### config.mk
export PLATFORM = sky130hd
export DESIGN_NAME = seg7_scan_reader
export DESIGN_NICKNAME = d
export VERILOG_FILES = /design/src/rtl/seg7_scan_reader.sv
export SDC_FILE = /design/constraint.sdc
export NUM_CORES = 1
export LEC_CHECK = 0
export ABC_AREA = 1
export CORE_MARGIN = 1.5
export CORE_UTILIZATION = 40
export CTS_BUF_LIST = sky130_fd_sc_hd__clkbuf_16
export DETAILED_ROUTE_END_ITERATION = 8
export GPL_ROUTABILITY_DRIVEN = 0
export PLACE_DENSITY = 0.71
export REMOVE_ABC_BUFFERS = 1
export SYNTH_ARGS = -nofsm -noshare
export SYNTH_HDL_FRONTEND = slang
export SYNTH_SLANG_ARGS = --single-unit
export TNS_END_PERCENT = 30
### constraint.sdc
create_clock -name clk -period 6.2 [get_ports clk]
set_input_delay 0.93 -clock clk [delete_from_list [all_inputs] [get_ports clk]]
set_output_delay 0.93 -clock clk [all_outputs]
set_load 0.02 [all_outputs]
### src/rtl/seg7_scan_reader.sv
// Receive side of a scanned active-low 7-segment bus: decodes stable digits and assembles
// frames aligned to digit 0. Define SEG7_HEX_EN to also decode the hex letters A..F.
module seg7_scan_reader #(
  parameter int unsigned NUM_DIGITS = 4,
  parameter int unsigned STABLE_CNT = 3
) (
  input  logic                    clk,
  input  logic                    rst_n,
  input  logic [6:0]              seg_in,
  input  logic [NUM_DIGITS-1:0]   dig_en_in,
  output logic [4*NUM_DIGITS-1:0] out_digits,
  output logic [NUM_DIGITS-1:0]   out_err,
  output logic                    out_valid,
  input  logic                    out_ready,
  output logic                    overrun
);

  localparam int unsigned KW = (NUM_DIGITS > 1) ? $clog2(NUM_DIGITS) : 1;
  localparam logic [3:0] StableMax = 4'(STABLE_CNT);

  typedef enum logic [0:0] {StSync, StCollect} state_e;

  // Returns {err, nibble}
  function automatic logic [4:0] decode(input logic [6:0] p);
    logic [4:0] r;
    case (p)
      7'b1000000: r = 5'h00;
      7'b1111001: r = 5'h01;
      7'b0100100: r = 5'h02;
      7'b0110000: r = 5'h03;
      7'b0011001: r = 5'h04;
      7'b0010010: r = 5'h05;
      7'b0000010: r = 5'h06;
      7'b1111000: r = 5'h07;
      7'b0000000: r = 5'h08;
      7'b0010000: r = 5'h09;
`ifdef SEG7_HEX_EN
      7'b0001000: r = 5'h0a;
      7'b0000011: r = 5'h0b;
      7'b1000110: r = 5'h0c;
      7'b0100001: r = 5'h0d;
      7'b0000110: r = 5'h0e;
      7'b0001110: r = 5'h0f;
`endif
      default:    r = 5'h10;
    endcase
    return r;
  endfunction

  logic [6:0]            seg_q, prev_seg_q;
  logic [NUM_DIGITS-1:0] den_q;
  logic [KW-1:0]         prev_k_q;
  logic                  prev_slot_q;
  logic [3:0]            cnt_q, cnt_d;
  state_e                state_q, state_d;
  logic [NUM_DIGITS-1:0] mask_q, mask_d;

  logic [NUM_DIGITS-1:0][3:0] shadow_q, shadow_d;
  logic [NUM_DIGITS-1:0]      shadow_err_q, shadow_err_d;

  logic [4*NUM_DIGITS-1:0] digits_q, digits_d;
  logic [NUM_DIGITS-1:0]   err_q, err_d;
  logic                    valid_q, valid_d;
  logic                    overrun_q, overrun_d;

  logic [3:0]    nlow;
  logic [KW-1:0] k;
  logic          slot, same, capture, xfer;
  logic [4:0]    dec;

  always_comb begin
    nlow = '0;
    k    = '0;
    for (int i = 0; i < NUM_DIGITS; i++) begin
      if (!den_q[i]) begin
        nlow = nlow + 4'd1;
        k    = KW'(i);
      end
    end
  end

  assign slot = (nlow == 4'd1);
  assign same = slot && prev_slot_q && (k == prev_k_q) && (seg_q == prev_seg_q);
  assign dec  = decode(seg_q);

  always_comb begin
    if (!slot) begin
      cnt_d = '0;
    end else if (same) begin
      cnt_d = (cnt_q == StableMax) ? cnt_q : cnt_q + 4'd1;
    end else begin
      cnt_d = 4'd1;
    end
  end

  // A saturated counter holding its value is the same dwell, not a new capture
  assign capture = slot && (cnt_d == StableMax) && !(same && (cnt_q == StableMax));

  always_comb begin
    state_d      = state_q;
    mask_d       = mask_q;
    shadow_d     = shadow_q;
    shadow_err_d = shadow_err_q;
    xfer         = 1'b0;
    case (state_q)
      StSync: begin
        if (capture && (k == '0)) begin
          shadow_d[0]     = dec[3:0];
          shadow_err_d[0] = dec[4];
          mask_d          = '0;
          mask_d[0]       = 1'b1;
          state_d         = StCollect;
        end
      end
      StCollect: begin
        if (mask_q == '1) begin
          xfer    = 1'b1;
          mask_d  = '0;
          state_d = StSync;
        end else if (capture) begin
          shadow_d[k]     = dec[3:0];
          shadow_err_d[k] = dec[4];
          if (k == '0) begin
            mask_d    = '0;
            mask_d[0] = 1'b1;
          end else begin
            mask_d[k] = 1'b1;
          end
        end
      end
      default: state_d = StSync;
    endcase
  end

  always_comb begin
    digits_d  = digits_q;
    err_d     = err_q;
    valid_d   = valid_q;
    overrun_d = 1'b0;
    if (xfer) begin
      digits_d  = shadow_q;
      err_d     = shadow_err_q;
      valid_d   = 1'b1;
      overrun_d = valid_q && !out_ready;
    end else if (valid_q && out_ready) begin
      valid_d = 1'b0;
    end
  end

  always_ff @(posedge clk or negedge rst_n) begin
    if (!rst_n) begin
      seg_q        <= '1;
      den_q        <= '1;
      prev_seg_q   <= '1;
      prev_k_q     <= '0;
      prev_slot_q  <= 1'b0;
      cnt_q        <= '0;
      state_q      <= StSync;
      mask_q       <= '0;
      shadow_q     <= '0;
      shadow_err_q <= '0;
      digits_q     <= '0;
      err_q        <= '0;
      valid_q      <= 1'b0;
      overrun_q    <= 1'b0;
    end else begin
      seg_q        <= seg_in;
      den_q        <= dig_en_in;
      prev_seg_q   <= seg_q;
      prev_k_q     <= k;
      prev_slot_q  <= slot;
      cnt_q        <= cnt_d;
      state_q      <= state_d;
      mask_q       <= mask_d;
      shadow_q     <= shadow_d;
      shadow_err_q <= shadow_err_d;
      digits_q     <= digits_d;
      err_q        <= err_d;
      valid_q      <= valid_d;
      overrun_q    <= overrun_d;
    end
  end

  assign out_digits = digits_q;
  assign out_err    = err_q;
  assign out_valid  = valid_q;
  assign overrun    = overrun_q;

endmodule

==> results of run 1 <==
cell usage after synthesis:
cell      number
a21oi_1        7
a31oi_1        1
and2_1         1
buf_6          2
clkbuf_1       4
clkinv_1       1
dfrtp_1       54
dfstp_2       18
ha_1           4
inv_1         42
inv_2          3
nand2_1      181
nand2_2        8
nand3_1       35
nand3_2        3
nand3b_1       1
nand4_1        8
nor2_1        31
nor2_2         3
nor2_4         2
nor3_1         9
nor3b_1        2
nor4_1         1
o211ai_1       1
o21ai_0        3
o21ai_2        1
or2_2          2
xor2_1         2
worst paths after layout:
check | cells past startpoint | slack [ns] | to | start
hold / removal | 0 | 0.39 | prev_seg_q[1]$_DFF_PN1_ | seg_q[1]$_DFF_PN1_
max in group asynchronous | 2 | 4.81 | mask_q[2]$_DFFE_PN0P_ | rst_n
setup / recovery | 16 | 3.16 | shadow_q[15]$_DFFE_PN0P_ | den_q[1]$_DFF_PN1_
hold reg to reg | 0 | 0.39 | prev_seg_q[1]$_DFF_PN1_ | seg_q[1]$_DFF_PN1_
setup reg to reg | 16 | 3.16 | shadow_q[15]$_DFFE_PN0P_ | den_q[1]$_DFF_PN1_
min in group asynchronous | 2 | 0.81 | overrun$_DFF_PN0_ | rst_n
where the power goes:
group	switching (mW)	total, mW	internal (mW)
combinational	0.0429	0.0663	0.0234
sequential	0.00954	0.493	0.484
clock	0.198	0.510	0.312
sequential cells by signal, summed over array words and instances, names as in the netlist:
name / count
shadow_q: 16
out_valid: 1
den_q: 4
seg_q: 7
overrun: 1
prev_seg_q: 7
prev_slot_q: 1
out_err: 4
state_q: 1
out_digits: 16
shadow_err_q: 4
cnt_q: 4
mask_q: 4
prev_k_q: 2
cell type report:
type,instances,area share
multi-input combinational,306,0.3304
inverter,46,0.04149
sequential,72,0.4384
clock buffer,9,0.05412
tap,105,0.03157
timing repair buffer,37,0.08659
clock inverter,7,0.01744
cell usage in the layout (no fill, tap or decap), types with 2 or more instances in the layout:
master,Yosys,layout
a21oi_1,7,7
buf_4,0,2
nor2_2,3,3
nand2_2,8,8
nand3_1,35,35
clkdlybuf4s50_1,0,34
clkinv_4,0,2
xor2_1,2,2
inv_1,42,43
nand4_1,8,8
dfrtp_1,54,54
nor2_1,31,31
inv_2,3,3
nor3_1,9,9
clkbuf_16,0,9
o21ai_0,3,3
nand2_1,181,181
ha_1,4,4
nor3b_1,2,2
nor2_4,2,2
or2_2,2,2
nand3_2,3,3
dfstp_2,18,18
per-stage QoR:
step | hold slack, ns | power, mW
after floorplan | 0.3671 | 0.5387
after global placement | 0.3775 | 0.5647
after detailed placement | 0.3775 | 0.5674
after CTS | 0.3854 | 1.084
after global routing | 0.3905 | 1.114
final | 0.3867 | 1.069
cell families (layout without fill, tap and decap cells):
kind of cell / after synthesis / count (layout) / share of synthesized area
AO/OA/AOI/OAI: 13 / 13 / 0.02128
XOR/XNOR: 2 / 2 / 0.005139
adder cells (fa/ha/maj): 4 / 4 / 0.01468
buffers and inverters: 52 / 99 / 0.06165
flip-flops: 72 / 72 / 0.5350
AND/OR/NAND/NOR: 287 / 287 / 0.3622
per-layer routing:
layer | global-route usage | wire (um)
met3 | 0.05821 | 293
met4 | 0.06841 | 118
met5 | 0 | 0
met2 | 0.2689 | 3210
met1 | 0.1994 | 3110
==> out/results.ini, run 1 <==
[clock_network]
post_cts_resize_count = 0
cts_buffer_depth = 2
cts_root_buf = clkbuf_16
ctsHtreeMaxLevel = 3
clock-sinks = 72
clk_pin_slew_ns = 0.06
cts_made_buffers = 9
cts_hold_buf = 0
insertion_delay_ns = 0.34
cts_tree = built
postCtsSetupBuffers = 0

[placement]
dp_slack_ns = 3.180
dpl_cell_area_sq_mm = 0.003864
port-buffer-count = 35
place_inst = 566
dpl.hpwl_um = 4738

[setup_path]
slowest_delay_ns = 0.55
crit_family = simple AND/OR/NAND/NOR gates
cp_common_cell = nand2_1
crit_type = reg2reg
cp.required_ns = 6.43
worst_setup_path_start_kind = flop
cp_slowest_cell = dfstp_2
crit_fanout = 16
worstPathArrival_ns = 3.27
end_kind = flop
crit_chain = inv_1 -> ha_1 -> inv_1 -> nand2_1 -> nand2_2 -> inv_1 -> ha_1 -> or2_2 -> a21oi_1 -> o21ai_2 -> nor2_2 -> nand3_2 -> nor2_4 -> nand2_1 -> nand2_1 -> nand2_1
critPathBufInv = 3

[cells_and_area]
seq_area_sq_mm = 0.001824
drive_gt1_frac = 0.1216
fillCellCount = 786
final_core_util = 0.5065
final_cells = 582
nets = 490
multi_input_area_sq_mm = 0.001375
final_area_sq_mm = 0.004161
syn_to_final_growth_pct = 22.06
diodes = 0

[sta]
setup_viol = 0
rsz0062_at_grt = false
tightest_slew_ns = 0.8919
timing.fmax_ghz = 0.3289
fin_skew_ns = 0.005184
hold_viol_final = 0
min_period_over_period = 0.4904
fin_crit_ns = 3.040
tns_ns = 0
relSlewSlack = 0.4054
fin_ws_ns = 3.160
slew_viol_final = 0

[logic_synthesis]
synth-seq-cells = 72
synth.cell_area_sq_mm = 0.003410
synth_cells = 430
synth_top_area_share = 0.3963
avgSynthCellArea_sq_um = 7.929
synth-seq-area-share = 0.5350
yosysWarnings = 0
yosys-top-cells-area = dfrtp_1 (40%), nand2_1 (20%), dfstp_2 (14%)
synth.distinct_cells = 28
yosys.area.top_type = dfrtp_1

[grt]
grt_max_degree = 73
grt_pass1_vias = 2615
overflow = 0
antenna_found_initial = 0
track_usage = 0.1656
grt_pass1_wl_um = 11520

[route]
drtIter0Drc = 107
drc_errors = 0
ant_nets = 0
wl_um = 6733
num_vias = 2738
wl_per_cell_um = 11.57
drtPass1Iterations = 4
routed_via_density = 4.704

[floorplan]
dieArea_sq_mm = 0.009087
ioPinCount = 36
start_util = 0.4150
die_h_um = 95.33
die_x_um = 95.33
core_sq_mm = 0.008217
fp-row-count = 33

[worst_hold_path]
hp-class = reg2reg

[power_and_ir_drop]
vdd_drop_max_mv = 0.2024
powerDensity_mw_per_mm2 = 256.9
power_leakage_nw = 2.197

[flow_run]
cap_violations = 0

[run_status]
status = finished, final reports clean

Note: power is estimated with default switching activity, not from simulation.
==> inputs of run 2 (changes only) <==
--- a/config.mk
+++ b/config.mk
@@ -11,7 +11,7 @@
 export CTS_BUF_LIST = sky130_fd_sc_hd__clkbuf_16
 export DETAILED_ROUTE_END_ITERATION = 8
 export GPL_ROUTABILITY_DRIVEN = 0
-export PLACE_DENSITY = 0.71
+export PLACE_DENSITY = 0.73
 export REMOVE_ABC_BUFFERS = 1
 export SYNTH_ARGS = -nofsm -noshare
 export SYNTH_HDL_FRONTEND = slang
==> constraint.sdc (replaced) <==
create_clock -name clk -period 2.6 [get_ports clk]
set_input_delay 0.39 -clock clk [delete_from_list [all_inputs] [get_ports clk]]
set_output_delay 0.39 -clock clk [all_outputs]
set_load 0.02 [all_outputs]
==> out/results.ini, run 2 (synthesized netlist as in run 1, its figures left out) <==
[run_status]
status = finished, final reports clean

[setup_path]
cp.required_ns = 2.81
reg2reg_slack_ns = 0.004
reg2regPathDepth = 16
r2r-start = den_q[0]$_DFF_PN1_
crit_fanout = 7
end_kind = flop
worst_setup_path_start_kind = flop
crit_chain = inv_2 -> ha_4 -> inv_2 -> nand2_2 -> nand2_2 -> inv_2 -> ha_4 -> or2_4 -> a21oi_4 -> o21ai_2 -> nor2_2 -> nand3_2 -> nor2_4 -> nand2_2 -> nand2_1 -> nand2_1
cp_slowest_cell = dfstp_2
reg2reg_to = shadow_q[5]$_DFFE_PN0P_
worstPathArrival_ns = 2.81
crit_type = reg2reg
slowest_delay_ns = 0.54

[cells_and_area]
final_cell_mix = nand2_1 (173), dfrtp_1 (54), inv_1 (40), nand3_1 (35), clkdlybuf4s50_1 (34)
syn_to_final_growth_pct = 28.73
seq_area_sq_mm = 0.001824
drive_gt1_frac = 0.1802
nets = 507
layout_commonest_cell = nand2_1
multi_input_area_sq_mm = 0.001451
diodes = 0
fillCellCount = 763
final_core_util = 0.5342

[grt]
antenna_found_initial = 0
grt_pass1_wl_um = 12640
grt_pass1_vias = 2869
grt_max_degree = 28
track_usage = 0.1795
overflow = 0

[floorplan]
start_util = 0.4150
dieArea_sq_mm = 0.009087
core_sq_mm = 0.008217
fp-row-count = 33
ioPinCount = 36
die_x_um = 95.33
die_h_um = 95.33

[sta]
timing.fmax_ghz = 0.3852
min_period_over_period = 0.9984
fin_skew_ns = 0.007090
hold_viol_final = 0
slew_viol_final = 0
rsz0062_at_grt = true
tightest_slew_ns = 0.7539
setup_viol = 0
relSlewSlack = 0.4943
fin_ws_ns = 0.004248
tns_ns = 0
fin_crit_ns = 2.596

[route]
wl_per_cell_um = 12.29
num_vias = 2925
drtIter0Drc = 171
ant_nets = 0
drtPass1Iterations = 4
drc_errors = 0
wl_um = 7360
routed_via_density = 4.883

[flow_run]
cap_violations = 0

[placement]
dp_slack_ns = -0.2770
port-buffer-count = 35
dpl.hpwl_um = 5183

[clock_network]
cts_hold_buf = 0
cts_made_buffers = 9
insertion_delay_ns = 0.33
clk_pin_slew_ns = 0.06
cts_tree = built
cts_buffer_depth = 2
cts_root_buf = clkbuf_16
clock-sinks = 72
ctsHtreeMaxLevel = 3

[power_and_ir_drop]
power_leakage_nw = 2.311
powerDensity_mw_per_mm2 = 608.4
vdd_drop_max_mv = 0.2800

[worst_hold_path]
hp-class = in2async

-- run 2: changes by cell type in the layout (fill, tap and decap cells not counted), sizes merged --
cell and change:
clkinvlp -1, bufinv +1, buf +17
-- run 2: layout make-up --
type	count	area share
well taps	105	0.02993
flip-flops and latches	72	0.4156
inverters	46	0.03934
clock buffers	9	0.05131
clock inverters	7	0.02024
multi-input cells	306	0.3307
repair buffers	54	0.1129
-- run 2: per-layer routing --
layer	GRT usage	vias up	part of all wire
met3	0.03190	12	0.039
met5	0	-	0
met2	0.3168	72	0.50
met1	0.2125	1383	0.44
li1	-	1458	-
met4	0.07711	0	0.016
-- run 2: worst max path at each step --
stage	from	to	cells after the start
after floorplan	den_q[1]$_DFF_PN1_	shadow_err_q[3]$_DFFE_PN0P_	16
after global placement	den_q[0]$_DFF_PN1_	shadow_err_q[3]$_DFFE_PN0P_	16
after detailed placement	den_q[0]$_DFF_PN1_	shadow_q[12]$_DFFE_PN0P_	16
after CTS	den_q[1]$_DFF_PN1_	shadow_q[5]$_DFFE_PN0P_	15
after global routing	den_q[0]$_DFF_PN1_	mask_q[2]$_DFFE_PN0P_	16
final	den_q[0]$_DFF_PN1_	shadow_q[5]$_DFFE_PN0P_	16
-- run 2: where the power goes --
part	total (mW)	internal, mW	switching, mW
clock network	1.29	0.832	0.459
registers	1.18	1.15	0.0239
logic	0.201	0.0843	0.117
total	2.67	2.07	0.600
-- run 2: what timing repair did --
action                                  in CTS  in global routing
pin swaps                                    9                  5
endpoints found under the setup margin      25                 24
gates resized for setup                     16                  7
buffers inserted                             5                  1
gates cloned                                 0                  0
-- run 2: critical path, delay by kind of cell, from the launching register on --
family                     cells  cell delay (ns)
adders and majority gates      2             0.46
AOI/OAI and AO/OA              2             0.20
and+or+nand+nor                9             1.13
buffers and inverters          3             0.15
DFF                            1             0.54
-- run 2: per-stage QoR --
step | cells | cell area [sq um] | total power [mW] | hold slack (ns)
2_1_floorplan | 424 | 3372 | 1.285 | 0.09441
3_3_place_gp | 577 | 3946 | 1.364 | 0.3578
3_5_place_dp | 577 | 3946 | 1.370 | 0.3611
4_1_cts | 598 | 4359 | 2.683 | 0.01827
5_1_grt | 599 | 4389 | 2.774 | 0.05051
6_report | 599 | 4389 | 2.670 | 0.005147
